File: config.mk
export PLATFORM = sky130hd
export DESIGN_NAME = instruction_cache
export DESIGN_NICKNAME = d
export VERILOG_FILES = /design/src/rtl/instruction_cache.sv
export SDC_FILE = /design/constraint.sdc
export NUM_CORES = 1
export LEC_CHECK = 0
export BUFFER_PORTS_ARGS = -buffer_cell sky130_fd_sc_hd__buf_2
export CORE_AREA = 10 10 278 280
export CTS_CLUSTER_DIAMETER = 200
export DETAILED_ROUTE_END_ITERATION = 7
export DIE_AREA = 0 0 288 290
export GPL_TIMING_DRIVEN = 1
export PLACE_DENSITY = 0.75
export SLEW_MARGIN = 0
export SYNTH_ARGS = -nofsm -noshare
export SYNTH_HDL_FRONTEND = slang
export SYNTH_SLANG_ARGS = --single-unit
File: constraint.sdc
create_clock -name clockIn -period 5.65 [get_ports clockIn]
set_input_delay 0.2825 -clock clockIn [delete_from_list [all_inputs] [get_ports clockIn]]
set_output_delay 0.2825 -clock clockIn [all_outputs]
set_load 0.01 [all_outputs]
File: src/rtl/instruction_cache.sv
`default_nettype none
// ============================================================================
// Module : instruction_cache
// Brief  : Direct-mapped, one-word-per-line instruction cache. Optional hit and
//          miss counters are built when ICACHE_PERF_EN is defined.
// Rev    : 1.0  initial release
// ============================================================================
module instruction_cache #(
  parameter int INDEX_WIDTH = 4
) (
  input  logic        clockIn,
  input  logic        resetIn,
  input  logic        readyIn,
  input  logic        clearIn,
  input  logic        fetchFlag,
  input  logic [31:0] fetchAddr,
  output logic        fetchOk,
  output logic [31:0] fetchInst,
  output logic        memFlag,
  output logic [31:0] memAddr,
  input  logic        memOk,
  input  logic [31:0] memData
`ifdef ICACHE_PERF_EN
  ,
  output logic [31:0] hitCount,
  output logic [31:0] missCount
`endif
);

  localparam int LINES     = 2 ** INDEX_WIDTH;
  localparam int TAG_WIDTH = 30 - INDEX_WIDTH;

  typedef enum logic [0:0] {
    IDLE = 1'b0,
    MISS = 1'b1
  } state_t;

  state_t                 r_state;
  state_t                 w_nextState;
  logic [LINES-1:0]       r_valid;
  logic [TAG_WIDTH-1:0]   r_tag  [LINES];
  logic [31:0]            r_data [LINES];
  logic [31:0]            r_missAddr;

  logic [INDEX_WIDTH-1:0] w_fetchIdx;
  logic [INDEX_WIDTH-1:0] w_fillIdx;
  logic [TAG_WIDTH-1:0]   w_fetchTag;
  logic [TAG_WIDTH-1:0]   w_fillTag;
  logic                   w_hit;
  logic                   w_fill;
  logic                   w_startMiss;
  logic                   w_idleHit;
  logic [1:0]             w_unusedAddrBits;

  assign w_fetchIdx       = fetchAddr[INDEX_WIDTH+1:2];
  assign w_fetchTag       = fetchAddr[31:INDEX_WIDTH+2];
  assign w_fillIdx        = r_missAddr[INDEX_WIDTH+1:2];
  assign w_fillTag        = r_missAddr[31:INDEX_WIDTH+2];
  assign w_unusedAddrBits = fetchAddr[1:0];
  assign w_hit            = r_valid[w_fetchIdx] && (r_tag[w_fetchIdx] == w_fetchTag);
  assign memAddr          = r_missAddr;

  // Every transition is qualified by readyIn, so a low readyIn freezes the FSM.
  always_comb begin
    w_nextState = r_state;
    fetchOk     = 1'b0;
    fetchInst   = r_data[w_fetchIdx];
    memFlag     = 1'b0;
    w_fill      = 1'b0;
    w_startMiss = 1'b0;
    w_idleHit   = 1'b0;
    case (r_state)
      IDLE: begin
        w_idleHit = readyIn & fetchFlag & w_hit & ~clearIn;
        fetchOk   = w_idleHit;
        if (readyIn & fetchFlag & ~w_hit & ~clearIn) begin
          w_startMiss = 1'b1;
          w_nextState = MISS;
        end
      end
      MISS: begin
        // Dropping the request in the memOk cycle keeps the controller from
        // launching a second fetch for the same word.
        memFlag   = ~(readyIn & memOk);
        fetchInst = memData;
        if (readyIn & memOk) begin
          w_fill      = 1'b1;
          fetchOk     = ~clearIn;
          w_nextState = IDLE;
        end else if (readyIn & clearIn) begin
          w_nextState = IDLE;
        end
      end
      default: w_nextState = IDLE;
    endcase
  end

  always_ff @(posedge clockIn or posedge resetIn) begin
    if (resetIn) begin
      r_state    <= IDLE;
      r_valid    <= '0;
      r_missAddr <= '0;
    end else begin
      r_state <= w_nextState;
      if (w_startMiss) r_missAddr <= {fetchAddr[31:2], 2'b00};
      if (w_fill) r_valid[w_fillIdx] <= 1'b1;
    end
  end

  // Tag and data contents are qualified by r_valid, so they need no reset.
  always_ff @(posedge clockIn) begin
    if (w_fill) begin
      r_tag[w_fillIdx]  <= w_fillTag;
      r_data[w_fillIdx] <= memData;
    end
  end

`ifdef ICACHE_PERF_EN
  logic [31:0] r_hitCount;
  logic [31:0] r_missCount;

  always_ff @(posedge clockIn or posedge resetIn) begin
    if (resetIn) begin
      r_hitCount  <= '0;
      r_missCount <= '0;
    end else begin
      if (w_idleHit) r_hitCount <= r_hitCount + 32'd1;
      if (w_startMiss) r_missCount <= r_missCount + 32'd1;
    end
  end

  assign hitCount  = r_hitCount;
  assign missCount = r_missCount;
`else
  logic w_unusedPerf;
  assign w_unusedPerf = w_idleHit;
`endif

endmodule
`default_nettype wire

# Word-level counts from Yosys, hierarchy flattened
# Memories as Yosys holds them, arrays and structs flattened.
# Index checks and enable logic that the tools add are counted.
dict set report word_totals {
  regBits 47
  ramBits 928
  input_bits 70
  output_inout_bits 66
  memories 2
}
# memory words width rd rd_clocked_by_memory_dff write_ports line
set mem_list {}
lappend mem_list {r_data 16 32 1 0 1 42} ;# logic [31:0] r_data [LINES];
lappend mem_list {r_tag 16 26 1 0 1 41} ;# logic [TAG_WIDTH-1:0] r_tag [LINES];
dict set report classes {
  magnitude_cmp 3
  n_eq_ne 1
  muxes 17
  n_bitwise 12
  reduce_logical 2
}
# cell n
set ops {}
lappend ops {{2-to-1 mux 32 bit} 1}
lappend ops {{equality test 26 bit} 1}
lappend ops {{OR 16 bit} 1}
lappend ops {{2-to-1 mux 1 bit} 12}
lappend ops {{< comparator 4 x 5 -> 1 bit, second input constant} 2}
lappend ops {{bitwise AND 1 bit} 7}
lappend ops {{binary-select mux 1 bit (select 4 bit)} 1}
lappend ops {{demux 1 bit (select 4 bit)} 1}
lappend ops {{>= comparator 4 x 1 -> 1 bit, second input constant} 1}
lappend ops {{inverter 1 bit} 4}
lappend ops {{case mux 1 bit (2 select lines)} 2}
lappend ops {{logical AND 1 bit} 2}

# Depth between registers and ports, before layout
dict set report logic_depth {
  word_depth 8
  ltp_mapped 17
  ltp_nobuf 8
}

# Worst setup path after synthesis
# Ideal clock, no wire load.
dict set report synth_timing {
  kind {flip-flop to flip-flop}
  startpoint {register r_state}
  endpoint {register r_valid[0]}
  setup_time_ns 0.089
  arrival_ns 5.586
  slack_ns -0.026
  path_stages_with_launch 6
  path_buffers 1
  synth_period_minus_slack_ns 5.676
  path_cell_list {dfrtp_1 clkbuf_1 nand3_1 or3_1 nor3_1 or2_2}
}
dict set report synth_between {
  elab_chain_cells 1
}
# item line
set synth_rtl {}
lappend synth_rtl {{start: declaration} 38} ;# state_t r_state;
lappend synth_rtl {{start signal: assignment} 104} ;# r_state <= w_nextState;
lappend synth_rtl {{2-to-1 mux 1 bit} 72} ;# case (r_state)
lappend synth_rtl {{end signal: assignment} 101} ;# r_valid <= '0;
lappend synth_rtl {{end signal: indexed assignment} 106} ;# if (w_fill) r_valid[w_fillIdx] <= 1'b1;
lappend synth_rtl {{end: declaration} 40} ;# logic [LINES-1:0] r_valid;
# Every way passes these cells.
# A chain may end at the register's enable or synchronous reset.

# Final worst setup path
dict set report layout_timing {
  startpoint {input port fetchAddr[2]}
  endpoint {output port fetchOk}
}
dict set report layout_between {
  elab_chain_cells 6
  word_cells_on_any_way 8
  cone_classes {eq/ne: 1; mux: 3; bitwise: 2; reduce/logical: 1; memory: 1}
}
# item line
set layout_rtl {}
lappend layout_rtl {{start: declaration} 16} ;# input logic [31:0] fetchAddr,
lappend layout_rtl {{memory (16 x 26 bit) or binary-select mux 1 bit (select 4 bit) (tied branches)} -}
lappend layout_rtl {{equality test 26 bit or 2-to-1 mux 1 bit (tied branches)} 60} ;# assign w_hit = r_valid[w_fetchIdx] && (r_tag[w_fetchIdx] == w_fetchTag);
lappend layout_rtl {{logical AND 1 bit (*)} 60}
lappend layout_rtl {{bitwise AND 1 bit (*) (2 in a row)} 74} ;# w_idleHit = readyIn & fetchFlag & w_hit & ~clearIn;
lappend layout_rtl {{case mux 1 bit (2 select lines) (*)} 72}
lappend layout_rtl {{end: declaration} 17} ;# output logic fetchOk,
# Mark *: on every way between the ends. The rest lies on a longest branch, timed or not. The select of a mux whose other input is x is not followed.

==> flow_metrics.py <==
metrics = {
    "pwr": {
        "leakagePower_nw": 14.4,
        "p_per_area_nw_per_um2": 363,
        "ir_drop_v": 0.000294,
    },
    "finish": {
        "drive_above_1_share_pct": 30.3,
        "syn_to_final_growth_pct": 13.8,
        "layout.nets": 2156,
        "stdcell_count": 3124,
        "final_cell_area_um2": 44500,
    },
    "global_route": {
        "grt_pass1_wl_um": 135000,
        "grt_pass1_vias": 20600,
        "gr-total-overflow": 0,
        "grt_usage_pct": 21.7,
        "grt_max_degree": 69,
        "antenna_found_initial": 7,
    },
    "timing": {
        "finalSetupViolCount": 0,
        "timing.final.crit_share_pct": 79.3,
        "hold_viol": 0,
        "rsz0062_at_grt": "false",
        "fmax_mhz": 223,
        "skew_ps": 40.0,
        "relSlewSlack_pct": 19.0,
        "fin_tns_setup_ps": 0,
        "final.min_clock_period_ps": 4480,
        "slew_viol_final": 0,
        "tightest_slew_ps": 1210,
    },
    "logic_synthesis": {
        "synth_area_um2": 39100,
        "yosys_warnings": 0,
        "netlist_instances": 1881,
        "synth_async_sr_flop_share_pct": 4.82,
        "seq_area_frac_synth_pct": 74.3,
        "synth.ff_latch_count": 975,
        "synth_edf_count": 928,
        "synthFlopType": "edfxtp_1",
        "avgSynthCellArea_um2": 20.8,
        "ys_types": 66,
    },
    "cts": {
        "post_cts_resized": 0,
        "cts_tree": "built",
        "ctsHoldBuffers": 36,
        "post_cts_buffers": 0,
        "h-tree-depth": 3,
        "clockBufferDepth": 3,
        "clk_pin_slew_ps": 60,
        "clock_latency_ps": 670,
        "numCtsBuffers": 96,
        "root_buffer": "clkbuf_16",
        "cts_sinks": 975,
    },
    "routing": {
        "drtIter0Drc": 2810,
        "wl_um": 91200,
        "vias": 20100,
        "ant_nets": 0,
        "wl_per_cell_um": 29.2,
        "drc": 0,
        "via_per_inst": 6.44,
        "drt_pass1_iterations": 6,
    },
    "worst_hold_path": {
        "hold_path.class": "in -> reg",
    },
    "setup_path": {
        "cp_cell_sequence": "buf_8, buf_4, mux4_2, nand2b_1, nand4_1, xor2_1, nand3_1, or4_1, or4_1, a21oi_1, buf_2",
        "cp_max_fo": 66,
        "required_ps": 5370,
        "start_kind": "input pin",
        "slowest_delay_ps": 630,
        "worstSetupPathType": "in -> out",
        "cp-end-kind": "output pin",
        "critPathArrivalTime_ps": 4200,
        "crit_top_cell": "or4_1",
        "crit_slowest_cell": "buf_4",
    },
    "placement": {
        "placed_area_um2": 40900,
        "dpl.hpwl_um": 48300,
        "routabilityCongestion": 0.803,
        "placedCellCount": 2902,
        "io_buffers": 131,
    },
    "floorplanning": {
        "fp.dieW_um": 288,
        "core_um2": 71400,
        "die_h_um": 290,
        "rows": 98,
        "io_pins": 136,
        "start_util_pct": 54.8,
        "dieArea_um2": 83500,
    },
    "run": {
        "maxCapViolations": 0,
    },
    "run_status": {
        "status": "completed",
    },
}
## cells by family (layout without fill, tap and decap cells)
logic type | count (synthesis) | after routing | share of synthesized area [%]
DFF | 975 | 975 | 74.3
muxes | 340 | 340 | 16.8
and+or+nand+nor | 254 | 254 | 3.73
AOI/OAI and AO/OA | 163 | 163 | 2.87
buffers and inverters | 124 | 411 | 1.71
xor gates and xnor gates | 24 | 24 | 0.538
other | 1 | 7 | 0.00960
## worst paths after layout
check	to	from	cells past startpoint	slack (ps)
worst max-delay path	fetchOk	fetchAddr[2]	11	1170
worst min-delay path	memAddr[17]$_DFFE_PP0P_	fetchAddr[17]	4	60
worst max register to register	memAddr[20]$_DFFE_PP0P_	r_tag[4][24]$_DFFE_PP_	8	2160
worst min register to register	r_valid[5]$_DFFE_PP0P_	r_valid[5]$_DFFE_PP0P_	1	460
max in group asynchronous	r_state$_DFF_PP0_	resetIn	3	4350
min in group asynchronous	memAddr[17]$_DFFE_PP0P_	resetIn	3	480
## critical path, delay by kind of cell
family	cells	cell delay, ps
compound gates	1	190
mux	1	580
buf+inv	3	1280
simple gates	5	1570
xor+xnor	1	180
## routing by layer
metal	GRT usage, %	routed length (um)	vias to the layer above
met5	0	26	-
met4	5.93	1940	4
met3	4.19	8150	144
met2	34.3	44700	1059
met1	30.7	36400	10600
li1	-	-	8279
## power by group
part / total, mW / internal [mW] / leakage, nW / switching [mW]
Clock: 6.48 / 3.79 / 1.57 / 2.70
Combinational: 1.12 / 0.511 / 3.96 / 0.606
Sequential: 8.56 / 8.25 / 8.88 / 0.310
## Yosys cell counts (all sizes together), types with 6 or more instances
cell type  count  area [um2]
a21oi         35         175
a221o          6        60.1
a22o          32         280
a22oi          7        52.6
and2          25         156
buf           57         413
clkbuf        56         213
dfrtp         47        1180
edfxtp       928       27900
inv           10        37.5
mux2          47         529
mux2i         45         450
mux4         248        5600
nand2         19        71.3
nand2b        39         244
nand3         39         195
nor2          37         139
nor2b          9        56.3
nor3          12        60.1
o21ai         40         200
o22ai          6        37.5
or2           19         119
or4           33         248
xnor2         16         140
xor2           8        70.1
## area by class of cell
type	count	area, um2
diodes	5	12.5
clock buffers	128	2620
clock inverters	53	619
fillers	4816	26900
inverters	11	43.8
multi-input cells	783	9510
flip-flops and latches	975	29000
well taps	950	1190
repair buffers	219	1440
## through the flow
stage / setup WS, ps / util [%] / total power [mW] / hold slack (ps)
6_report: 1170 / 62.3 / 16.2 / 59.1
5_1_grt: 890 / 62.3 / 16.6 / 70.4
4_1_cts: 1100 / 62.3 / 16.3 / 27.6
3_5_place_dp: 1160 / 57.3 / 9.81 / 453
3_3_place_gp: 1180 / 57.3 / 9.74 / 446
2_1_floorplan: 153 / - / 9.30 / 381
## layout by cell type (no fill, tap or decap), types with 39 or more instances in the layout
cell type and count:
buf_4 52, nand3_1 39, clkbuf_16 97, dfrtp_1 46, edfxtp_1 928, nand2b_1 39, o21ai_0 40, buf_2 128
mux2i_1 45, mux4_2 245, mux2_2 47
## state kept, by name, summed over array words and instances (netlist names)
name	cells
r_tag	416
r_valid	16
memAddr	30
r_state	1
r_data	512
No activity file was read; power rests on OpenSTA's default activity.
